### src/rtl/result_readback.sv
`timescale 1ns/1ps
// Streams the TxT C result matrix out of its row banks in row-major order over valid/ready.
// Optional READBACK_CLEAR_EN zeroes each element right after it is read.
module result_readback #(
  parameter int T       = 16,
  parameter int ACCW    = 32,
  parameter int BRAM_AW = 8,
  parameter int FIFO_D  = 4
) (
  input  logic                         clk,
  input  logic                         rst_n,
  input  logic                         start,
  output logic                         busy,
  output logic                         done,
  output logic [T-1:0]                 bram_c_en,
  output logic [T-1:0][BRAM_AW-1:0]    bram_c_addr,
  input  logic [T-1:0][ACCW-1:0]       bram_c_rdata,
  output logic [T-1:0]                 bram_c_we,
  output logic [T-1:0][ACCW-1:0]       bram_c_wdata,
  output logic [ACCW-1:0]              m_tdata,
  output logic                         m_tvalid,
  input  logic                         m_tready,
  output logic                         m_tlast
);
  localparam int RW = (T > 1) ? $clog2(T) : 1;
  localparam int PW = (FIFO_D > 1) ? $clog2(FIFO_D) : 1;
  localparam int CW = $clog2(FIFO_D + 1);
  localparam logic [RW-1:0] IDX_MAX = RW'(T - 1);
  localparam logic [PW-1:0] PTR_MAX = PW'(FIFO_D - 1);
  localparam logic [CW:0]   DEPTH   = (CW + 1)'(FIFO_D);

  typedef enum logic [1:0] {S_IDLE, S_READ, S_FLUSH, S_DONE} state_t;

  state_t          state_q, state_d;
  logic [RW-1:0]   row_q, row_d, col_q, col_d;
  logic            inflight_q, inflight_d;
  logic [RW-1:0]   rd_row_q, rd_row_d;
  logic            rd_last_q, rd_last_d;
  logic [CW-1:0]   count_q, count_d;
  logic [PW-1:0]   wr_ptr_q, wr_ptr_d, rd_ptr_q, rd_ptr_d;
  logic [ACCW:0]   mem_q [FIFO_D];
  logic [ACCW:0]   mem_d [FIFO_D];
`ifdef READBACK_CLEAR_EN
  logic [RW-1:0]   rd_col_q, rd_col_d;
`endif

  logic            issue, push, pop, credit_ok, bank_conflict, fifo_full;
  logic [CW:0]     occupancy;

  assign push      = inflight_q;
  assign m_tvalid  = (count_q != '0);
  assign m_tdata   = mem_q[rd_ptr_q][ACCW-1:0];
  assign m_tlast   = m_tvalid & mem_q[rd_ptr_q][ACCW];
  assign pop       = m_tvalid & m_tready;
  assign fifo_full = (count_q == DEPTH[CW-1:0]);

  // Credit counts the read still in the BRAM pipe; pops this cycle are not credited.
  assign occupancy = {1'b0, count_q} + {{CW{1'b0}}, inflight_q};
  assign credit_ok = (occupancy < DEPTH);

`ifdef READBACK_CLEAR_EN
  // The clearing write owns the previous bank this cycle, so a read to it must wait.
  assign bank_conflict = inflight_q && (rd_row_q == row_q);
`else
  assign bank_conflict = 1'b0;
`endif

  always_comb begin
    state_d = state_q;
    row_d   = row_q;
    col_d   = col_q;
    issue   = 1'b0;
    busy    = 1'b0;
    done    = 1'b0;
    case (state_q)
      S_IDLE: begin
        if (start) begin
          state_d = S_READ;
          row_d   = '0;
          col_d   = '0;
        end
      end
      S_READ: begin
        busy  = 1'b1;
        issue = credit_ok && !bank_conflict;
        if (issue) begin
          if (col_q == IDX_MAX) begin
            col_d = '0;
            if (row_q == IDX_MAX) begin
              row_d   = '0;
              state_d = S_FLUSH;
            end else begin
              row_d = row_q + 1'b1;
            end
          end else begin
            col_d = col_q + 1'b1;
          end
        end
      end
      S_FLUSH: begin
        busy = 1'b1;
        if (pop && m_tlast) state_d = S_DONE;
      end
      S_DONE: begin
        done    = 1'b1;
        state_d = S_IDLE;
      end
      default: state_d = S_IDLE;
    endcase
  end

  always_comb begin
    inflight_d = issue;
    rd_row_d   = row_q;
    rd_last_d  = (row_q == IDX_MAX) && (col_q == IDX_MAX);
`ifdef READBACK_CLEAR_EN
    rd_col_d   = col_q;
`endif
    count_d  = count_q;
    wr_ptr_d = wr_ptr_q;
    rd_ptr_d = rd_ptr_q;
    mem_d    = mem_q;
    if (push) begin
      mem_d[wr_ptr_q] = {rd_last_q, bram_c_rdata[rd_row_q]};
      wr_ptr_d        = (wr_ptr_q == PTR_MAX) ? '0 : wr_ptr_q + 1'b1;
    end
    if (pop) rd_ptr_d = (rd_ptr_q == PTR_MAX) ? '0 : rd_ptr_q + 1'b1;
    if (push && !pop)      count_d = count_q + 1'b1;
    else if (!push && pop) count_d = count_q - 1'b1;
  end

  always_comb begin
    bram_c_en    = '0;
    bram_c_addr  = '0;
    bram_c_we    = '0;
    bram_c_wdata = '0;
`ifdef READBACK_CLEAR_EN
    if (inflight_q) begin
      bram_c_en[rd_row_q]   = 1'b1;
      bram_c_we[rd_row_q]   = 1'b1;
      bram_c_addr[rd_row_q] = BRAM_AW'(rd_col_q);
    end
`endif
    if (issue) begin
      bram_c_en[row_q]   = 1'b1;
      bram_c_addr[row_q] = BRAM_AW'(col_q);
    end
  end

  always_ff @(posedge clk) begin
    if (!rst_n) begin
      state_q    <= S_IDLE;
      row_q      <= '0;
      col_q      <= '0;
      inflight_q <= 1'b0;
      rd_row_q   <= '0;
      rd_last_q  <= 1'b0;
      count_q    <= '0;
      wr_ptr_q   <= '0;
      rd_ptr_q   <= '0;
      for (int i = 0; i < FIFO_D; i++) mem_q[i] <= '0;
`ifdef READBACK_CLEAR_EN
      rd_col_q   <= '0;
`endif
    end else begin
      state_q    <= state_d;
      row_q      <= row_d;
      col_q      <= col_d;
      inflight_q <= inflight_d;
      rd_row_q   <= rd_row_d;
      rd_last_q  <= rd_last_d;
      count_q    <= count_d;
      wr_ptr_q   <= wr_ptr_d;
      rd_ptr_q   <= rd_ptr_d;
      mem_q      <= mem_d;
`ifdef READBACK_CLEAR_EN
      rd_col_q   <= rd_col_d;
`endif
    end
  end

  assert property (@(posedge clk) disable iff (!rst_n) !(push && fifo_full));

endmodule

### config.mk
export PLATFORM = sky130hd
export DESIGN_NAME = result_readback
export DESIGN_NICKNAME = d
export VERILOG_FILES = /design/src/rtl/result_readback.sv
export SDC_FILE = /design/constraint.sdc
export NUM_CORES = 1
export LEC_CHECK = 0
export BUFFER_PORTS_ARGS = -buffer_cell sky130_fd_sc_hd__buf_2
export CAP_MARGIN = 20
export CELL_PAD_IN_SITES_DETAIL_PLACEMENT = 0
export CELL_PAD_IN_SITES_GLOBAL_PLACEMENT = 1
export CORE_AREA = 5 5 473 475
export DETAILED_ROUTE_END_ITERATION = 10
export DIE_AREA = 0 0 478 480
export PLACE_DENSITY_LB_ADDON = 0.1
export RECOVER_POWER = 100
export SYNTH_ARGS = -nofsm -noshare
export SYNTH_HDL_FRONTEND = slang
export SYNTH_SLANG_ARGS = --single-unit
### constraint.sdc
create_clock -name clk -period 3 [get_ports clk]
set_input_delay 0.45 -clock clk [delete_from_list [all_inputs] [get_ports clk]]
set_output_delay 0.45 -clock clk [all_outputs]
set_load 0.005 [all_outputs]
* Word-level counts from Yosys, hierarchy flattened *
Cells that the tools add are included.
Widths: inputs -> output; s select.

cells by class
  reduce and logical (&&, ||, !) cells = 16
  add/sub/neg operators = 7
  order comparisons = 7
  bitwise logic cells = 5
  muxes and demuxes = 35
  equality and inequality tests = 12

operator list
  operator             count
  $bwmux 132           1
  $and 124x128->128    1
  $bmux 32 s4          1
  $mux 128             1
  $mux 33              3
  $bmux 33 s2          1
  $demux 33 s2         1
  $demux 8 s4          1
  $mux 32              1
  $mux 4               6
  $mux 16              1
  $pmux 4 s2           2
  $mux 2               7
  $lt 4x5->1 const B   2
  $ne 2x2->1 const B   5
  $add 4x1->4 const B  2
  $eq 2x2->1 const B   4
  $eq 4x4->1 const B   2
  $mux 8               1
  $pmux 2 s4           1
  $ge 3x3->1 const B   2
  $logic_and 1x1->1    6
  $mux 3               2
  $not 2->3            2
  19 further kinds     26

storage, ports and cells
  word-level logic and storage cells = 95
  output and inout bits = 708
  input port bits = 516
  register bits after elaboration = 155

* Depth between registers and ports, before layout *
Gate-level depths: netlist (run 1).

  depth after elaboration = 8
  gate-level depth with buffers = 9

* Least setup slack after synthesis (run 1) *
OpenSTA, ideal clock, no wires.

  path kind = flip-flop to flip-flop
  from = reg count_q[0]
  to = reg count_q[2]
  stages on the path, launching flop included = 10
  slack = 0.795 ns
  period minus slack after synthesis = 2.205 ns
  buffers on the path = 1
  data required time = 2.929 ns
  arrival = 2.134 ns
  cell sequence = dfxtp_1 or3_1 clkbuf_1 nand2_1 ha_1 inv_1 fa_1 xor2_1 or3_1 a21oi_1

between the ends
  cells in the longest elaborated chain, start to end = 5
  elaborated cells on any way between the ends = 10
  classes of those cells = 2 x add/sub; 2 x mux; 1 x bitwise; 5 x reduce/logical

RTL lines
  what                                         line  source
  start: declaration                           39    logic [CW-1:0] count_q, count_d;
  start signal: assignment                     172   count_q <= count_d;
  $reduce_bool 3->1 *                          51    assign m_tvalid = (count_q != '0);
  via m_tvalid                                 21    output logic m_tvalid,
  $and 1x1->1 *                                54    assign pop = m_tvalid & m_tready;
  $logic_not 1->1                              128   if (push && !pop) count_d = count_q + 1'b1;
  $logic_and 1x1->1                            128
  $mux 3 or $reduce_bool 2->1 (tied branches)  -

Mark *: on every way through the listed nets, which the timed path passes. The rest lies on a longest branch. The select of a mux whose other input is x is not followed.
A chain may end at the register's enable or synchronous reset.

==> run_results.csv, run 1 <==
group,metric,value,unit
finish,num-fill-cells,25515,
sta,rsz0062_at_grt,"yes",
clock_network,post_cts_buffers,0,
setup_path,cp_max_fo,16,
setup_path,critPathCaptureType,"output port",
place,port_buffers,631,
yosys,synth_area_leaders,"buf_4 (28%), mux4_2 (23%), dfxtp_1 (20%)",
sta,tightest_slew,1000,ps
finish,multi_input_area,0.00989,sq mm
global_route,grt_pass1_vias,14034,
setup_path,cp_cell_sequence,"inv_1, ha_2, nand3_1, nor2_1, clkbuf_4, and3_1, clkbuf_1",
global_route,antenna_found_initial,22,
die,floorplan.rows,172,
yosys,synth_top_family_by_area,"buffers and inverters",
die,die_x,478,microns
yosys,synth_top_area_cell,"buf_4",
yosys,post_synth.cell_area_avg,9.31,sq um
clock_network,cts.sinks,155,
sta,setup-violations-final,0,
place,dp.cells,5147,
route,drtIter0Drc,612,
clock_network,cts_max_level,4,
yosys,synth-compound-area-share,7.40,%
finish,layout.cells.non_filler,5184,
finish,register_area,0.00312,sq mm
die,chipHeight,480,microns
route,wl_per_cell,19.1,microns
sta,worst_slack,210,ps
finish,nets,2827,
finish,final_util,9.58,%
run,max-cap-violations,0,
yosys,synth_top_area_share,28.4,%
clock_network,tritoncts,"built",
clock_network,cts_buffer_depth,2,
clock_network,worstSkewPairLatency,530,ps
clock_network,cts-buffers-inserted,17,
yosys,ys_seq_elements,155,
yosys,synth-simple-area-share,11.3,%
yosys,ys_seq_area_share,19.8,%
worst_hold_path,min_path_type,"in2reg",
yosys,ys.flop_type,"dfxtp_1",
yosys,synth-edff-count,0,
yosys,yosys.area_share.adder,1.33,%
setup_path,critPathKind,"reg2out",
sta,hold_violations,0,
global_route,grt_pass1_wl,127,mm
global_route,grt_max_degree,47,
sta,fin_crit,2790,ps
sta,fin_skew,17.1,ps
clock_network,hold_buffers,0,
status,status,"complete, no violations",
route,drc,0,
finish,area_growth,34.1,%
power,p_leak,8.91,nW
yosys,async_reset_ff_share,0,%
die,pin_count,1224,
sta,slew_headroom,33.0,%
setup_path,crit_slowest_cell,"dfxtp_1",
finish,drive_gt1_share,38.3,%
route,vias_per_cell,2.55,
clock_network,cts_root_buf,"clkbuf_16",
power,p_per_area,353,mW/mm^2
route,ant_nets,0,
die,core,0.219,sq mm
die,start_util,7.15,%
yosys,synth_xor_area_share,0.112,%
sta,max_freq,358,MHz
setup_path,arrival,2340,ps
setup_path,cp-start-kind,"flip-flop",
sta,holdWs,228,ps
setup_path,crit_family,"simple AND/OR/NAND/NOR gates",
setup_path,critPathRequiredTime,2550,ps
yosys,syn_area,0.0156,sq mm
die,die-area,0.229,sq mm
sta,post-route-period-util,93.0,%
power,irDropWorstVdd,0.000492,V
setup_path,cp_num_buf_inv,3,
yosys,yosysWarnings,0,
place,place_congestion,0.771,
route,wirelength,98.8,mm
yosys,synthCells,1681,
global_route,grt_overflow,0,
place,dp_slack,519,ps
place,dp_hpwl,81.7,mm
sta,slew_violations,0,
yosys,ys_types,40,
clock_network,clkTransAtPathRegs,80,ps
global_route,grtUsageTotal,8.15,%
setup_path,max_stage_delay,350,ps
route,vias,13195,
yosys,yosys-mux-area-fraction,28.0,%
route,drt_pass1_iterations,4,
[cells in the final DEF (no fill, tap or decap), types with 3 or more instances in the layout]
| master | count |
|---|---|
| a21oi_1 | 14 |
| a21oi_4 | 4 |
| a22oi_1 | 128 |
| and2_1 | 17 |
| and3_1 | 43 |
| buf_12 | 12 |
| buf_2 | 536 |
| buf_4 | 37 |
| bufinv_16 | 3 |
| clkbuf_1 | 88 |
| clkbuf_16 | 18 |
| clkbuf_2 | 18 |
| clkbuf_4 | 3 |
| conb_1 | 592 |
| dfxtp_1 | 150 |
| dfxtp_4 | 5 |
| diode_2 | 5 |
| ha_1 | 14 |
| inv_1 | 19 |
| inv_6 | 5 |
| mux2_2 | 64 |
| mux2i_1 | 4 |
| mux4_2 | 161 |
| nand2_1 | 277 |
| nand3_1 | 9 |
| nand4_1 | 5 |
| nor2_1 | 23 |
| nor2_4 | 7 |
| nor3_1 | 6 |
| nor4_1 | 4 |
| o21ai_0 | 5 |
| or3_1 | 7 |
[cells in the mapped netlist (2+ instances only)]
library cell  count
o21ai_0           5
mux4_2          161
nor4_1            5
or4_1             2
nand4_1           5
buf_2            10
buf_4           592
ha_1             15
nand3_1           9
a21oi_1          18
and2_1           17
mux2_2           64
nor3_1            7
xor2_1            2
nand2b_1          2
nor2_1           30
or3_1             7
buf_1             8
inv_1            19
a31oi_1           2
mux2i_1           4
nand2_1         277
clkbuf_1         66
dfxtp_1         155
a22oi_1         128
and3_1           43
a211oi_1          2
buf_6            14
[routing by layer]
layer	routed length (microns)	GRT usage, %
met3	6970	2.32
met1	38300	9.37
met4	1380	1.67
met2	52000	15.0
met5	93	0
[state kept, by name, indices dropped and copies added (netlist names)]
name / flops
rd_last_q: 1
inflight_q: 1
rd_row_q: 4
wr_ptr_q: 2
rd_ptr_q: 2
rd_row_d: 4
count_q: 3
state_q: 2
mem_q: 132
col_q: 4
[stage by stage]
step                power [mW]  TNS [ps]  cell area (sq um)
floorplan                 4.13         0              17900
detailed placement        4.98         0              20500
global route              7.97     -4.37              21000
global placement          5.03         0              20500
finish                    7.41         0              21000
CTS                       7.75         0              21100
[logic make-up after synthesis]
group                      count (synthesis)
adders and majority gates                 16
DFF                                      155
AOI/OAI and AO/OA                        161
other                                      1
muxes                                    229
xor gates and xnor gates                   2
and+or+nand+nor                          408
buffers and inverters                    709
[cell type report]
cell class                      count  area share [%]
Multi-Input combinational cell   1408            47.1
Timing Repair Buffer              694            17.4
Tap cell                         2871            17.1
Sequential cell                   155            14.9
Clock buffer                       20            2.23
Clock inverter                     12           0.823
Inverter                           19           0.340
Antenna cell                        5          0.0596
[tightest hold or removal path: cells and delay by family]
kind,cells,cell delay (ps)
buf+inv,1,130
simple gates,1,80
compound gates,1,60
[final timing paths]
path / start / end / slack [ps] / cells after the start
max: state_q[1] / bram_c_addr[32] / 210 / 7
min: m_tready / rd_ptr_q[1] / 230 / 3
max reg2reg: inflight_q / mem_q[55] / 220 / 6
min reg2reg: mem_q[38] / mem_q[38] / 430 / 2
[timing repair]
item	in CTS	in global routing
hold endpoints to repair	0	0
gates resized for setup	3	0
setup endpoints to repair	39	1
pin swaps	0	0
gates cloned	0	0
[where the power goes]
group / internal, mW / switching (mW)
Sequential: 2.18 / 0.134
Combinational: 0.954 / 1.55
Clock: 1.40 / 1.19
Total: 4.54 / 2.87
No activity file was read; power rests on OpenSTA's default activity.
==> run 2, diff against run 1 <==
--- a/config.mk
+++ b/config.mk
@@ -12,7 +12,7 @@
 export CORE_AREA = 5 5 473 475
 export DETAILED_ROUTE_END_ITERATION = 10
 export DIE_AREA = 0 0 478 480
-export PLACE_DENSITY_LB_ADDON = 0.1
+export PLACE_DENSITY_LB_ADDON = 0.05
 export RECOVER_POWER = 100
 export SYNTH_ARGS = -nofsm -noshare
 export SYNTH_HDL_FRONTEND = slang
==> constraint.sdc (replaced) <==
create_clock -name clk -period 2.8 [get_ports clk]
set_input_delay 0.42 -clock clk [delete_from_list [all_inputs] [get_ports clk]]
set_output_delay 0.42 -clock clk [all_outputs]
set_load 0.005 [all_outputs]
==> run 2 against run 1 <==
Clock power increased by 2%. Die area unchanged. Worst setup slack got worse by 36 ps. Register-to-register slack about the same. Final area increased by 0.59%. Sequential power increased by 8.6%. Count of clock-buffer cells in the layout increased by 2. Global-route usage increased by 0.98 points. Flip-flop and latch count unchanged. Non-clock buffer count increased by 3. Total power increased by 6.7%. Sequential share of layout area decreased by 0.075 points.
==> run_results.csv, run 2 (synthesis gave the netlist of run 1 again) <==
group,metric,value,unit
sta,fin_skew,19.5,ps
route,drtIter0Drc,628,
die,start_util,7.15,%
clock_network,worstSkewPairLatency,510,ps
die,core,0.219,sq mm
route,wl_per_cell,21.4,microns
route,drt_pass1_iterations,5,
finish,final_common_cell,"conb_1",
setup_path,critPathRequiredTime,2380,ps
sta,slew_headroom,51.0,%
die,floorplan.rows,172,
worst_hold_path,hp-start,"m_tready",
clock_network,cts.sinks,155,
worst_hold_path,hold_end,"rd_ptr_q[1]",
clock_network,clkTransAtPathRegs,80,ps
global_route,grt_overflow,0,
finish,layout_common_cells,"conb_1 (592), buf_2 (539), nand2_1 (276), mux4_2 (161), dfxtp_1 (148)",
worst_hold_path,hold_depth,3,
sta,setup-violations-final,0,
finish,largest-register,"mem_q",
setup_path,r2r-start,"rd_row_q[1]",
die,die-area,0.229,sq mm
finish,largest_register_ff_count,132,
route,vias_per_cell,2.64,
finish,nets,2830,
clock_network,tritoncts,"built",
place,dp_hpwl,92.1,mm
power,p_leak,8.99,nW
setup_path,cp_cell_sequence,"buf_4, mux4_2, buf_2",
sta,max_freq,381,MHz
clock_network,cts-buffers-inserted,17,
setup_path,ff2ff_setup_slack,220,ps
setup_path,arrival,2210,ps
route,drc,0,
sta,tightest_slew,726,ps
setup_path,cp-start-kind,"flip-flop",
sta,slew_violations,0,
sta,post-route-period-util,93.8,%
power,irDropWorstVdd,0.000458,V
place,place_congestion,0.721,
clock_network,cts_buffer_depth,2,
status,status,"complete, no violations",
finish,num-fill-cells,25506,
route,ant_nets,0,
setup_path,r2r_end,"mem_q[42]",
global_route,grt_pass1_vias,14413,
clock_network,cts_root_buf,"clkbuf_16",
setup_path,crit_cells,3,
power,p_per_area,374,mW/mm^2
route,wirelength,111,mm
finish,drive_gt1_share,37.9,%
setup_path,reg2regPathDepth,6,
global_route,grt_pass1_wl,142,mm
sta,fin_crit,2630,ps
sta,fin_tns_setup,0,ps
sta,holdWs,207,ps
setup_path,crit_family,"flip-flops",
run,max-cap-violations,0,
setup_path,cp_max_fo,15,
setup_path,cp_num_buf_inv,2,
route,vias,13679,
die,chipHeight,480,microns
global_route,grtUsageTotal,9.13,%
global_route,grt_max_degree,59,
finish,final_util,9.64,%
setup_path,max_stage_delay,610,ps
die,die_x,478,microns
place,port_buffers,631,
clock_network,hold_buffers,0,
setup_path,critPathCaptureType,"output port",
clock_network,cts_max_level,4,
finish,area_growth,34.8,%
setup_path,critPathKind,"reg2out",
global_route,antenna_found_initial,64,
setup_path,crit_slowest_cell,"dfxtp_4",
sta,hold_violations,0,
power,total_power,7.90,mW
sta,rsz0062_at_grt,"no",
worst_hold_path,min_path_type,"in2reg",
die,pin_count,1224,
[run 2: cell types whose count changed in the layout (fill, tap and decap cells not counted), moves of 3 or more]
cell / change
buf_2: +3
and2_0: +6
clkbuf_2: +8
buf_12: +7
and2_1: -6
mux2_2: -30
diode_2: +3
mux2_1: +30
inv_6: -3
clkbuf_1: -14
[run 2: cell type report]
type,count,area [sq um],area share [%]
antenna,8,20.0,0.0949
clock buffer,22,485,2.30
clock inverter,10,129,0.611
inverter,19,71.3,0.338
multi-input combinational,1408,9880,46.8
sequential,155,3120,14.8
tap,2871,3590,17.0
timing repair buffer,697,3790,18.0
[run 2: per-layer routing]
layer / track usage, % / wire, microns / vias up
met1: 9.70 / 40800 / 6742
met4: 1.59 / 1610 / 50
met2: 17.3 / 59400 / 764
met5: 0 / 304 / -
li1: - / - / 5971
met3: 3.36 / 8680 / 152
[run 2: worst max-delay path by stage]
stage                           start               to  slack [ps]
after floorplan            count_q[0]       count_q[2]         600
after global placement     count_q[0]       count_q[2]         300
after detailed placement  rd_row_q[1]       mem_q[122]         410
after CTS                  count_q[1]  bram_c_addr[35]          20
after global routing       state_q[1]  bram_c_addr[27]           7
final                     rd_ptr_q[0]       m_tdata[8]         170
[run 2: what timing repair did]
action	in CTS	in global routing
pin swaps	0	1
setup endpoints to repair	24	34
gates resized for setup	3	4
setup buffers	0	1
[run 2: where the power goes]
| part | switching, mW | internal [mW] | leakage, nW |
|---|---|---|---|
| clock | 1.20 | 1.43 | 0.291 |
| combinational | 1.70 | 1.05 | 7.44 |
| sequential | 0.178 | 2.34 | 1.26 |
| total | 3.09 | 4.81 | 8.99 |
[run 2: per-stage QoR]
step | setup slack (ps) | area [sq um] | std cells
2_1_floorplan | 595 | 17900 | 2272
3_3_place_gp | 295 | 20600 | 5149
3_5_place_dp | 410 | 20600 | 5149
4_1_cts | 16.9 | 21200 | 5181
5_1_grt | 7.35 | 21100 | 5185
6_report | 174 | 21100 | 5190
[run 2: worst min-delay path: cells and delay by family]
| family | cells | cell delay, ps |
|---|---|---|
| buf+inv | 1 | 120 |
| simple gates | 1 | 80 |
| compound gates | 1 | 60 |
